## src/rtl/fact_ctrl.sv

```systemverilog
// fact_ctrl: request/response sequencer for the factorial datapath.
// It accepts an operand on req_*, runs the datapath through
// LOAD/SETTLE/RUN/CAPT, and returns n! mod 2^SIZE on rsp_*.
// Operands 0 and 1 are answered locally, without starting the datapath.
// Optional build macro: FACT_CTRL_TIMEOUT_EN. When defined, RUN is aborted
// after TIMEOUT cycles and the response carries rsp_err=1 and rsp_result=0.
module fact_ctrl #(
  parameter int SIZE    = 8,
  parameter int TIMEOUT = 300
) (
  input  logic            clk,
  input  logic            rst_n,
  input  logic            req_valid,
  output logic            req_ready,
  input  logic [SIZE-1:0] req_n,
  output logic [SIZE-1:0] dp_n,
  output logic            dp_init,
  output logic            dp_done,
  input  logic            dp_proceed,
  input  logic [SIZE-1:0] dp_result,
  output logic            rsp_valid,
  input  logic            rsp_ready,
  output logic [SIZE-1:0] rsp_result,
  output logic [SIZE-1:0] rsp_n,
  output logic            rsp_err,
  output logic            busy
);

  localparam logic [2:0] S_IDLE   = 3'd0;
  localparam logic [2:0] S_LOAD   = 3'd1;
  localparam logic [2:0] S_SETTLE = 3'd2;
  localparam logic [2:0] S_RUN    = 3'd3;
  localparam logic [2:0] S_CAPT   = 3'd4;
  localparam logic [2:0] S_RESP   = 3'd5;

  logic [2:0]      state_r;
  logic [2:0]      next_state_s;
  logic            accept_s;
  logic            short_s;
  logic            timeout_s;
  logic [SIZE-1:0] dp_n_r;
  logic [SIZE-1:0] rsp_n_r;
  logic [SIZE-1:0] rsp_result_r;

  assign accept_s = (state_r == S_IDLE) && req_valid;
  assign short_s  = (req_n <= SIZE'(1));

`ifdef FACT_CTRL_TIMEOUT_EN
  localparam int CW = $clog2(TIMEOUT + 1);
  logic [CW-1:0] run_cnt_r;
  logic          rsp_err_r;

  // Abort when this RUN cycle is the TIMEOUT-th and the datapath still runs.
  assign timeout_s = (state_r == S_RUN) && dp_proceed &&
                     ((run_cnt_r + CW'(1)) == CW'(TIMEOUT));

  // RUN-cycle counter: cleared in SETTLE (just before RUN), counts in RUN.
  always_ff @(posedge clk or negedge rst_n) begin
    if (!rst_n) begin
      run_cnt_r <= '0;
    end else if (state_r == S_SETTLE) begin
      run_cnt_r <= '0;
    end else if (state_r == S_RUN) begin
      run_cnt_r <= run_cnt_r + CW'(1);
    end else begin
      run_cnt_r <= run_cnt_r;
    end
  end

  // Error flag: set by an abort, cleared by the next accepted request.
  always_ff @(posedge clk or negedge rst_n) begin
    if (!rst_n) begin
      rsp_err_r <= 1'b0;
    end else if (accept_s) begin
      rsp_err_r <= 1'b0;
    end else if (timeout_s) begin
      rsp_err_r <= 1'b1;
    end else begin
      rsp_err_r <= rsp_err_r;
    end
  end

  assign rsp_err = rsp_err_r;
`else
  logic [31:0] unused_timeout_s;

  assign unused_timeout_s = TIMEOUT;
  assign timeout_s        = 1'b0;
  assign rsp_err          = 1'b0;
`endif

  // Next-state logic for the sequencing FSM.
  always_comb begin
    next_state_s = state_r;
    case (state_r)
      S_IDLE: begin
        if (req_valid) begin
          if (short_s) begin
            next_state_s = S_RESP;
          end else begin
            next_state_s = S_LOAD;
          end
        end else begin
          next_state_s = S_IDLE;
        end
      end
      S_LOAD:   next_state_s = S_SETTLE;
      S_SETTLE: next_state_s = S_RUN;
      S_RUN: begin
        if (!dp_proceed) begin
          next_state_s = S_CAPT;
        end else if (timeout_s) begin
          next_state_s = S_RESP;
        end else begin
          next_state_s = S_RUN;
        end
      end
      S_CAPT: next_state_s = S_RESP;
      S_RESP: begin
        if (rsp_ready) begin
          next_state_s = S_IDLE;
        end else begin
          next_state_s = S_RESP;
        end
      end
      default: next_state_s = S_IDLE;
    endcase
  end

  // State register.
  always_ff @(posedge clk or negedge rst_n) begin
    if (!rst_n) begin
      state_r <= S_IDLE;
    end else begin
      state_r <= next_state_s;
    end
  end

  // Operand and result registers; they hold through RESP.
  always_ff @(posedge clk or negedge rst_n) begin
    if (!rst_n) begin
      dp_n_r       <= '0;
      rsp_n_r      <= '0;
      rsp_result_r <= '0;
    end else begin
      if (accept_s) begin
        dp_n_r  <= req_n;
        rsp_n_r <= req_n;
      end else begin
        dp_n_r  <= dp_n_r;
        rsp_n_r <= rsp_n_r;
      end
      if (accept_s && short_s) begin
        rsp_result_r <= SIZE'(1);
      end else if (state_r == S_CAPT) begin
        rsp_result_r <= dp_result;
      end else if (timeout_s) begin
        rsp_result_r <= '0;
      end else begin
        rsp_result_r <= rsp_result_r;
      end
    end
  end

  // Handshake and datapath control decoded from the state register.
  // dp_done in RESP follows rsp_ready, so it pulses only on the handshake cycle.
  always_comb begin
    req_ready = 1'b0;
    dp_init   = 1'b0;
    dp_done   = 1'b1;
    rsp_valid = 1'b0;
    case (state_r)
      S_IDLE:   req_ready = 1'b1;
      S_LOAD:   dp_init   = 1'b1;
      S_SETTLE: dp_done   = 1'b1;
      S_RUN:    dp_done   = 1'b0;
      S_CAPT:   dp_done   = 1'b0;
      S_RESP: begin
        rsp_valid = 1'b1;
        dp_done   = rsp_ready;
      end
      default: req_ready = 1'b0;
    endcase
  end

  assign busy       = (state_r != S_IDLE);
  assign dp_n       = dp_n_r;
  assign rsp_n      = rsp_n_r;
  assign rsp_result = rsp_result_r;

endmodule

```

## config.mk

```make
export PLATFORM = sky130hd
export DESIGN_NAME = fact_ctrl
export DESIGN_NICKNAME = d
export VERILOG_FILES = /design/src/rtl/fact_ctrl.sv
export SDC_FILE = /design/constraint.sdc
export NUM_CORES = 1
export LEC_CHECK = 0
export CORE_MARGIN = 10
export CORE_UTILIZATION = 38
export DETAILED_ROUTE_END_ITERATION = 16
export GPL_TIMING_DRIVEN = 0
export PLACE_DENSITY = 0.78
export SLEW_MARGIN = 20
export SYNTH_ARGS = -nofsm -noshare
export SYNTH_HDL_FRONTEND = slang
export SYNTH_SLANG_ARGS = --single-unit
```

## constraint.sdc

```tcl
create_clock -name clk -period 2 [get_ports clk]
set_input_delay 0.2 -clock clk [delete_from_list [all_inputs] [get_ports clk]]
set_output_delay 0.2 -clock clk [all_outputs]
set_load 0.1 [all_outputs]
```

==> results of run 1 <==
[layer usage]
layer | wire length, µm | part of all wire [%] | up-vias
met2 | 1350 | 53 | 23
met1 | 1010 | 40 | 356
met4 | 27 | 1.1 | 0
li1 | - | - | 373
met3 | 163 | 6.4 | 2
met5 | 0 | 0 | -
[cells in the final DEF (no fill, tap or decap), types with 3 or more instances in the layout]
master           count
mux2i_1              7
dlygate4sd2_1       24
dfrtp_1             19
buf_6                3
mux2_2               8
buf_2                3
clkbuf_4             3
buf_4               10
clkdlybuf4s50_1     20
nor2_1              10
[worst paths after layout]
kind | cells past startpoint | to
worst max register to register | 5 | rsp_result[2]
worst min register to register | 1 | rsp_n[4]
worst min-delay path | 1 | rsp_result[4]
worst max-delay path | 3 | busy
min in group clk | 2 | rsp_result[0]
max in group asynchronous | 1 | rsp_n[5]
[state kept, by name (all words and copies together) (netlist names)]
signal / cells
rsp_n: 8
state_r: 3
rsp_result: 8
[kinds of logic after synthesis]
| group | after synthesis | share of synthesized area [%] |
|---|---|---|
| simple gates | 22 | 13.4 |
| other cells | 1 | 0.396 |
| buf+inv | 17 | 13.0 |
| flops | 19 | 50.3 |
| mux | 15 | 16.9 |
| compound gates | 8 | 6.08 |
[cell type report]
class | instances | share of cell area, %
buffer | 14 | 7.54
sequential | 19 | 32.2
clock inverter | 1 | 0.339
multi-input combinational | 46 | 24.4
inverter | 3 | 1.02
clock buffer | 3 | 1.52
tap | 30 | 2.54
timing repair buffer | 49 | 30.5
[critical path, stage by stage (launching register included)]
cell and delay, ns:
dfrtp_1 0.38, buf_6 0.14, or3_2 0.51, clkbuf_2 0.39
[per-stage QoR]
stage	hold slack [ns]	TNS, ns	cells
finish	0.371	0	165
floorplan	-0.0956	0	82
global placement	0.505	-0.906	161
CTS	0.419	-0.308	165
detailed placement	0.521	-0.961	161
global route	0.425	0	165
[what timing repair did]
item,in CTS,in global routing
setup buffers,0,0
endpoints found under the setup margin,29,3
pin swaps,0,0
cloned,0,0
resized for setup,38,7
==> flow_summary.json, run 1 <==
{
  "syn_area_um2": 946,
  "grt_max_degree": 20,
  "clock_sinks": 19,
  "root_buffer": "clkbuf_4",
  "slew_viol_final": 0,
  "crit_type": "reg2out",
  "crit_start": "state_r[1]",
  "n_fill_cell": 222,
  "r2r-start": "state_r[2]",
  "grt_util_met2_pct": 18.6,
  "drt_iter0_drc": 37,
  "clock_latency_ns": 0.30,
  "syn_inst": 82,
  "drive_gt1_share_pct": 28.9,
  "skew_ns": 0.0132,
  "synth_area_per_cell_um2": 11.5,
  "antenna_found_initial": 0,
  "synth_top_cell_by_area": "dfrtp_1",
  "ys_seq_area_share_pct": 50.3,
  "multiInputGateArea_um2": 360,
  "initial_core_util_pct": 38.9,
  "die_h_um": 69.9,
  "grt_usage_pct": 10.9,
  "cts_buffer_depth": 2,
  "tightest_slew_ns": 0.994,
  "io_buffers": 49,
  "cts_tree": "done",
  "fmax_mhz": 521,
  "hold_class": "in2async",
  "firstDrtPassIters": 4,
  "crit_path_start_kind": "flop",
  "synthTopCellsByCount": "19 x dfrtp_1, 11 x nor2_1, 9 x buf_4, 8 x mux2_2, 7 x mux2i_1",
  "worst_slack_ns": 0.0791,
  "crit_required_ns": 1.80,
  "num_vias": 754,
  "grt_busiest_layer": "met2",
  "synth_cell_types": 21,
  "r2r_slack_ns": 0.37,
  "cts_max_level": 1,
  "end_kind": "primary output",
  "globalRouteOverflowTotal": 0,
  "fp.dieArea_um2": 4880,
  "hold_viol": 0,
  "seq_area_um2": 475,
  "synth_nets": 103,
  "critPathMaxFanout": 10,
  "place_area_um2": 1490,
  "synth_edf_count": 0,
  "die_w_um": 69.9,
  "yosysWarnings": 0,
  "antenna_cells": 0,
  "routed_wl_mm": 2.55,
  "cts_buffers": 3,
  "rsz0062_at_grt": "no",
  "setup_viol": 0,
  "use_met1_pct": 11.8,
  "drc": 0,
  "row_count": 18,
  "io_pins": 51,
  "dp_hpwl_mm": 2.08,
  "fin_area_um2": 1480,
  "ys_ff_latch": 19,
  "place_congestion": 0.770,
  "final_nets": 157,
  "place_ws_ns": -0.410,
  "cts_hold_buf": 0,
  "yosys-top-cells-area": "dfrtp_1 50%, mux2_2 9.5%, mux2i_1 7.4%",
  "grt_first_pass_wirelength_mm": 4.37,
  "cp.arrival_ns": 1.72,
  "outcome": "complete, no violations",
  "yosysTopAreaCellShare_pct": 50.3,
  "vias_per_cell": 4.57,
  "grt_use_met3_pct": 3.81,
  "clkTransAtPathRegs_ns": 0.12,
  "fin_crit_sh_pct": 96.0,
  "syn_to_final_growth_pct": 56.2,
  "ys.flop_type": "dfrtp_1",
  "coreArea_um2": 2430,
  "period_needed_ns": 1.92,
  "max-cap-violations": 0,
  "avgRoutedWirePerCell_um": 15.4,
  "first_global_vias": 859,
  "ant_nets": 0,
  "final_util_pct": 60.8,
  "relSlewSlack_pct": 34.0,
  "async_reset_ff_share_pct": 100,
  "synth.most_common_cell": "dfrtp_1"
}
Power of run 1 is left out: the tool's default activity adds up to more than one toggle a clock period on the data nets, which glitch-free logic cannot reach.
==> run 2, diff against run 1 <==
CELL_PAD_IN_SITES_DETAIL_PLACEMENT = 1   (was default)
CELL_PAD_IN_SITES_GLOBAL_PLACEMENT = 2   (was default)
CORE_UTILIZATION = 22   (was 38)
PLACE_DENSITY = default   (was 0.78)
PLACE_DENSITY_LB_ADDON = 0.1   (was default)
==> flow_summary.json, run 2 (synthesis gave the netlist of run 1 again) <==
{
  "outcome": "complete, no violations",
  "worstRegToRegCells": 5,
  "io_buffers": 49,
  "critPathBufInv": 1,
  "setup_viol": 0,
  "drc": 0,
  "place_congestion": 0.669,
  "crit_type": "reg2out",
  "drt_iter0_drc": 16,
  "grt_max_degree": 20,
  "grt_usage_pct": 7.84,
  "final_nets": 157,
  "io_pins": 51,
  "slowest_stage": "clkdlybuf4s50_1",
  "die_h_um": 85.6,
  "crit_path_start_kind": "flop",
  "final_cells": 185,
  "end_kind": "primary output",
  "hold_viol": 0,
  "max-cap-violations": 0,
  "first_global_vias": 901,
  "final_common_cell": "clkdlybuf4s50_1",
  "cp.depth": 1,
  "cts_buffers": 3,
  "hold_class": "in2async",
  "slowest_delay_ns": 1.14,
  "crit_required_ns": 1.80,
  "row_count": 23,
  "firstDrtPassIters": 2,
  "grt_first_pass_wirelength_mm": 4.64,
  "die_w_um": 85.6,
  "fin_crit_sh_pct": 97.5,
  "cp_top_family": "buffers and inverters",
  "cts_buffer_depth": 2,
  "antenna_cells": 0,
  "fin_area_um2": 1570,
  "root_buffer": "clkbuf_8",
  "place_area_um2": 1520,
  "final_util_pct": 38.5,
  "clkTransAtPathRegs_ns": 0.07,
  "syn_to_final_growth_pct": 66.3,
  "clock_sinks": 19,
  "clock_latency_ns": 0.26,
  "rsz0062_at_grt": "no",
  "cts_max_level": 1,
  "slew_viol_final": 0,
  "drive_gt1_share_pct": 28.9,
  "globalRouteOverflowTotal": 0,
  "critPathMaxFanout": 2,
  "cp.arrival_ns": 1.75,
  "cp_cell_sequence": "clkdlybuf4s50_1",
  "final.setup.tns_ns": 0,
  "num_vias": 785,
  "initial_core_util_pct": 23.1,
  "ant_nets": 0,
  "vias_per_cell": 4.24,
  "dpl.cell_count": 181,
  "avgRoutedWirePerCell_um": 15.0,
  "relSlewSlack_pct": 34.0,
  "cts_hold_buf": 0,
  "layout_common_cells": "23 x clkdlybuf4s50_1, 19 x dfrtp_1, 11 x dlymetal6s2s_1",
  "cts_tree": "done",
  "antenna_found_initial": 0,
  "skew_ns": 0.00376,
  "tightest_slew_ns": 0.988,
  "fmax_mhz": 513,
  "fp.dieArea_um2": 7320,
  "routed_wl_mm": 2.78,
  "period_needed_ns": 1.95,
  "coreArea_um2": 4090,
  "dp_hpwl_mm": 2.21
}
## run 2: metrics by stage
| step | hold slack [ns] | setup slack (ns) |
|---|---|---|
| 2_1_floorplan | -0.0956 | 0.0782 |
| 3_3_place_gp | 0.503 | -0.427 |
| 3_5_place_dp | 0.510 | -0.430 |
| 4_1_cts | 0.474 | -0.126 |
| 5_1_grt | 0.516 | 0.00251 |
| 6_report | 0.438 | 0.0509 |
## run 2: area by class of cell
class	instances	area, µm²
Fill cell	458	2510
Timing Repair Buffer	49	502
Sequential cell	19	475
Multi-Input combinational cell	46	360
Buffer	14	111
Tap cell	50	62.6
Clock buffer	3	41.3
Inverter	3	15.0
Clock inverter	1	5.00
## run 2: what timing repair did
| item | 4_1_cts | 5_1_grt |
|---|---|---|
| setup endpoints to repair | 15 | 13 |
| setup buffers | 0 | 0 |
| cloned | 0 | 0 |
| resized for setup | 24 | 15 |
## run 2: routing by layer
metal / up-vias / routed length, µm / track usage (%)
met1: 380 / 1090 / 8.37
met3: 2 / 332 / 5.11
met5: - / 0 / 0
li1: 370 / - / -
met4: 0 / 12 / 1.80
met2: 33 / 1350 / 12.7
## run 2: worst paths after layout
kind | slack, ns | from | to
max | 0.05 | rsp_result[1] | rsp_result[1]
min | 0.44 | rst_n | rsp_result[7]
min reg2reg | 0.53 | rsp_result[6] | rsp_result[6]
max reg2reg | 0.29 | state_r[1] | rsp_result[5]
max in group asynchronous | 1.02 | rst_n | rsp_n[3]
min in group clk | 0.53 | rsp_result[6] | rsp_result[6]
Power of run 2 is left out for the same reason.
==> run 3, diff against run 2 <==
SLEW_MARGIN = default   (was 20)
==> results of run 3 <==
Same layout as run 2: the final DEF is identical, and so are final timing and power.
Power of run 3 is left out for the same reason.
==> RTL edit (config.mk and constraints of run 1) <==
The parameter `SIZE` goes from 8 to 4.
--- a/src/rtl/fact_ctrl.sv
+++ b/src/rtl/fact_ctrl.sv
@@ -6,5 +6,5 @@
 // after TIMEOUT cycles and the response carries rsp_err=1 and rsp_result=0.
 module fact_ctrl #(
-  parameter int SIZE    = 8,
+  parameter int SIZE    = 4,
   parameter int TIMEOUT = 300
 ) (
Interface: changed (5 resized); port bits go from 51 to 31. The function was not compared with the original's and may differ.
==> RTL edit against run 1 <==
  * Largest cell class unchanged
  * Die area fell by 27%
  * Synthesized area down 37%
  * Routed wire length down 42%
  * Sequential cell count fell by 8
  * Critical path type unchanged
  * Design area shrank 35%
  * Worst setup slack got worse by 0.017 ns
Power is left out: the tool's default activity adds up to more than one toggle a clock period on the data nets, which glitch-free logic cannot reach.
==> RTL edit: results <==
export IMPL_reg2reg_to="state_r[2]$_DFF_PN0_"
export IMPL_reg2reg_from="state_r[1]$_DFF_PN0_"
export IMPL_crit_family="buffers and inverters"
export IMPL_synth_cell_type_count=25
export IMPL_grt_pass1_wl_um=2622
export IMPL_cts_clk_slew_worst_paths_ns=0.07
export IMPL_maxSlewHeadroom_pct=34.26
export IMPL_status="completed"
export IMPL_port_buffers=29
export IMPL_synth_top_cells_by_count="11 x dfrtp_1, 6 x nor2_1, 5 x buf_4, 4 x mux2_2, 4 x mux2i_1"
export IMPL_cp_arrival_ns=1.74
export IMPL_drive_above_1_share_pct=31.82
export IMPL_yosysWarnings=0
export IMPL_drtPass1Iterations=3
export IMPL_reg2reg_depth=5
export IMPL_worstHoldPathType="primary input to asynchronous set/reset pin"
export IMPL_grt_pass1_vias=554
export IMPL_setup_tns_ns=0
export IMPL_via_per_inst=4.865
export IMPL_crit_path_start="rsp_result[0]$_DFFE_PN0P_"
export IMPL_drt_total_wl_um=1490
export IMPL_slowest_stage="clkdlybuf4s50_1"
export IMPL_cts_buffer_depth=2
export IMPL_ys_seq_area_share_pct=45.83
export IMPL_cts_setup_buffers=0
export IMPL_diodes=0
export IMPL_clockRootBuffer="clkbuf_4"
export IMPL_worst_r2r_setup_slack_ns=0.19
export IMPL_nets=102
export IMPL_ctsResizeCount=20
export IMPL_skew_ns=0.002773
export IMPL_grt_max_degree=12
export IMPL_gp_congestion=0.7435
export IMPL_clock_latency_ns=0.26
export IMPL_crit_fanout=2
export IMPL_synth_area_leaders="dfrtp_1 46%, mux2_2 7.5%, mux2i_1 6.7%, buf_4 6.3%, buf_6 3.8%"
export IMPL_hold_violations=0
export IMPL_dp_hpwl_um=1207
export IMPL_grt_usage_pct=9.404
export IMPL_htree_levels=1
export IMPL_async_flop_share_pct=100.0
export IMPL_drt_initial_drc_count=3
export IMPL_crit_end="rsp_result[0]"
export IMPL_crit_path_max_incr_delay_ns=1.13
export IMPL_cts_buffers=3
export IMPL_synth_fp_nets=68
export IMPL_grt_antenna_before_repair=0
## RTL edit: changes by cell type after synthesis, moves of 4 or more
cell,run 1,this run
buf_4,9,5
mux2_2,8,4
dfrtp_1,19,11
nor2_1,11,6
## RTL edit: through the flow
step	hold slack (ns)	cell area, um^2	cells	setup slack, ns	util, %
final	0.2673	964.7	104	0.06175	64.04
after global routing	0.2842	964.7	104	0.01267	64.04
after CTS	0.2758	955.9	104	0.007251	63.46
after detailed placement	0.4952	927.1	100	-0.3127	61.54
after global placement	0.4863	927.1	100	-0.3163	61.54
after floorplan	-0.09559	616.8	55	-0.2831	-
## RTL edit: cell type report
type | count | area (um^2)
inverter | 2 | 7.507
fill | 124 | 541.8
clock buffer | 4 | 26.28
buffer | 9 | 70.07
sequential | 11 | 275.3
multi-input combinational | 33 | 265.3
timing repair buffer | 29 | 300.3
tap | 16 | 20.02
## RTL edit: cell families (layout without fill, tap and decap cells)
| kind of cell | count (synthesis) | after routing | synth area share [%] |
|---|---|---|---|
| flip-flops | 11 | 11 | 45.83 |
| AO/OA/AOI/OAI | 4 | 4 | 6.877 |
| AND/OR/NAND/NOR | 20 | 20 | 19.79 |
| multiplexers | 8 | 8 | 14.17 |
| other | 1 | 1 | 0.6244 |
| buffers and inverters | 11 | 44 | 12.71 |
## RTL edit: routing by layer
layer  GRT usage (%)  part of all wire (%)  vias to the layer above
li1                -                     -                      249
met1           9.721                    40                      233
met2           14.26                    45                       22
met3           4.873                    12                        2
met4           6.731                   1.8                        0
met5               0                     0                        -
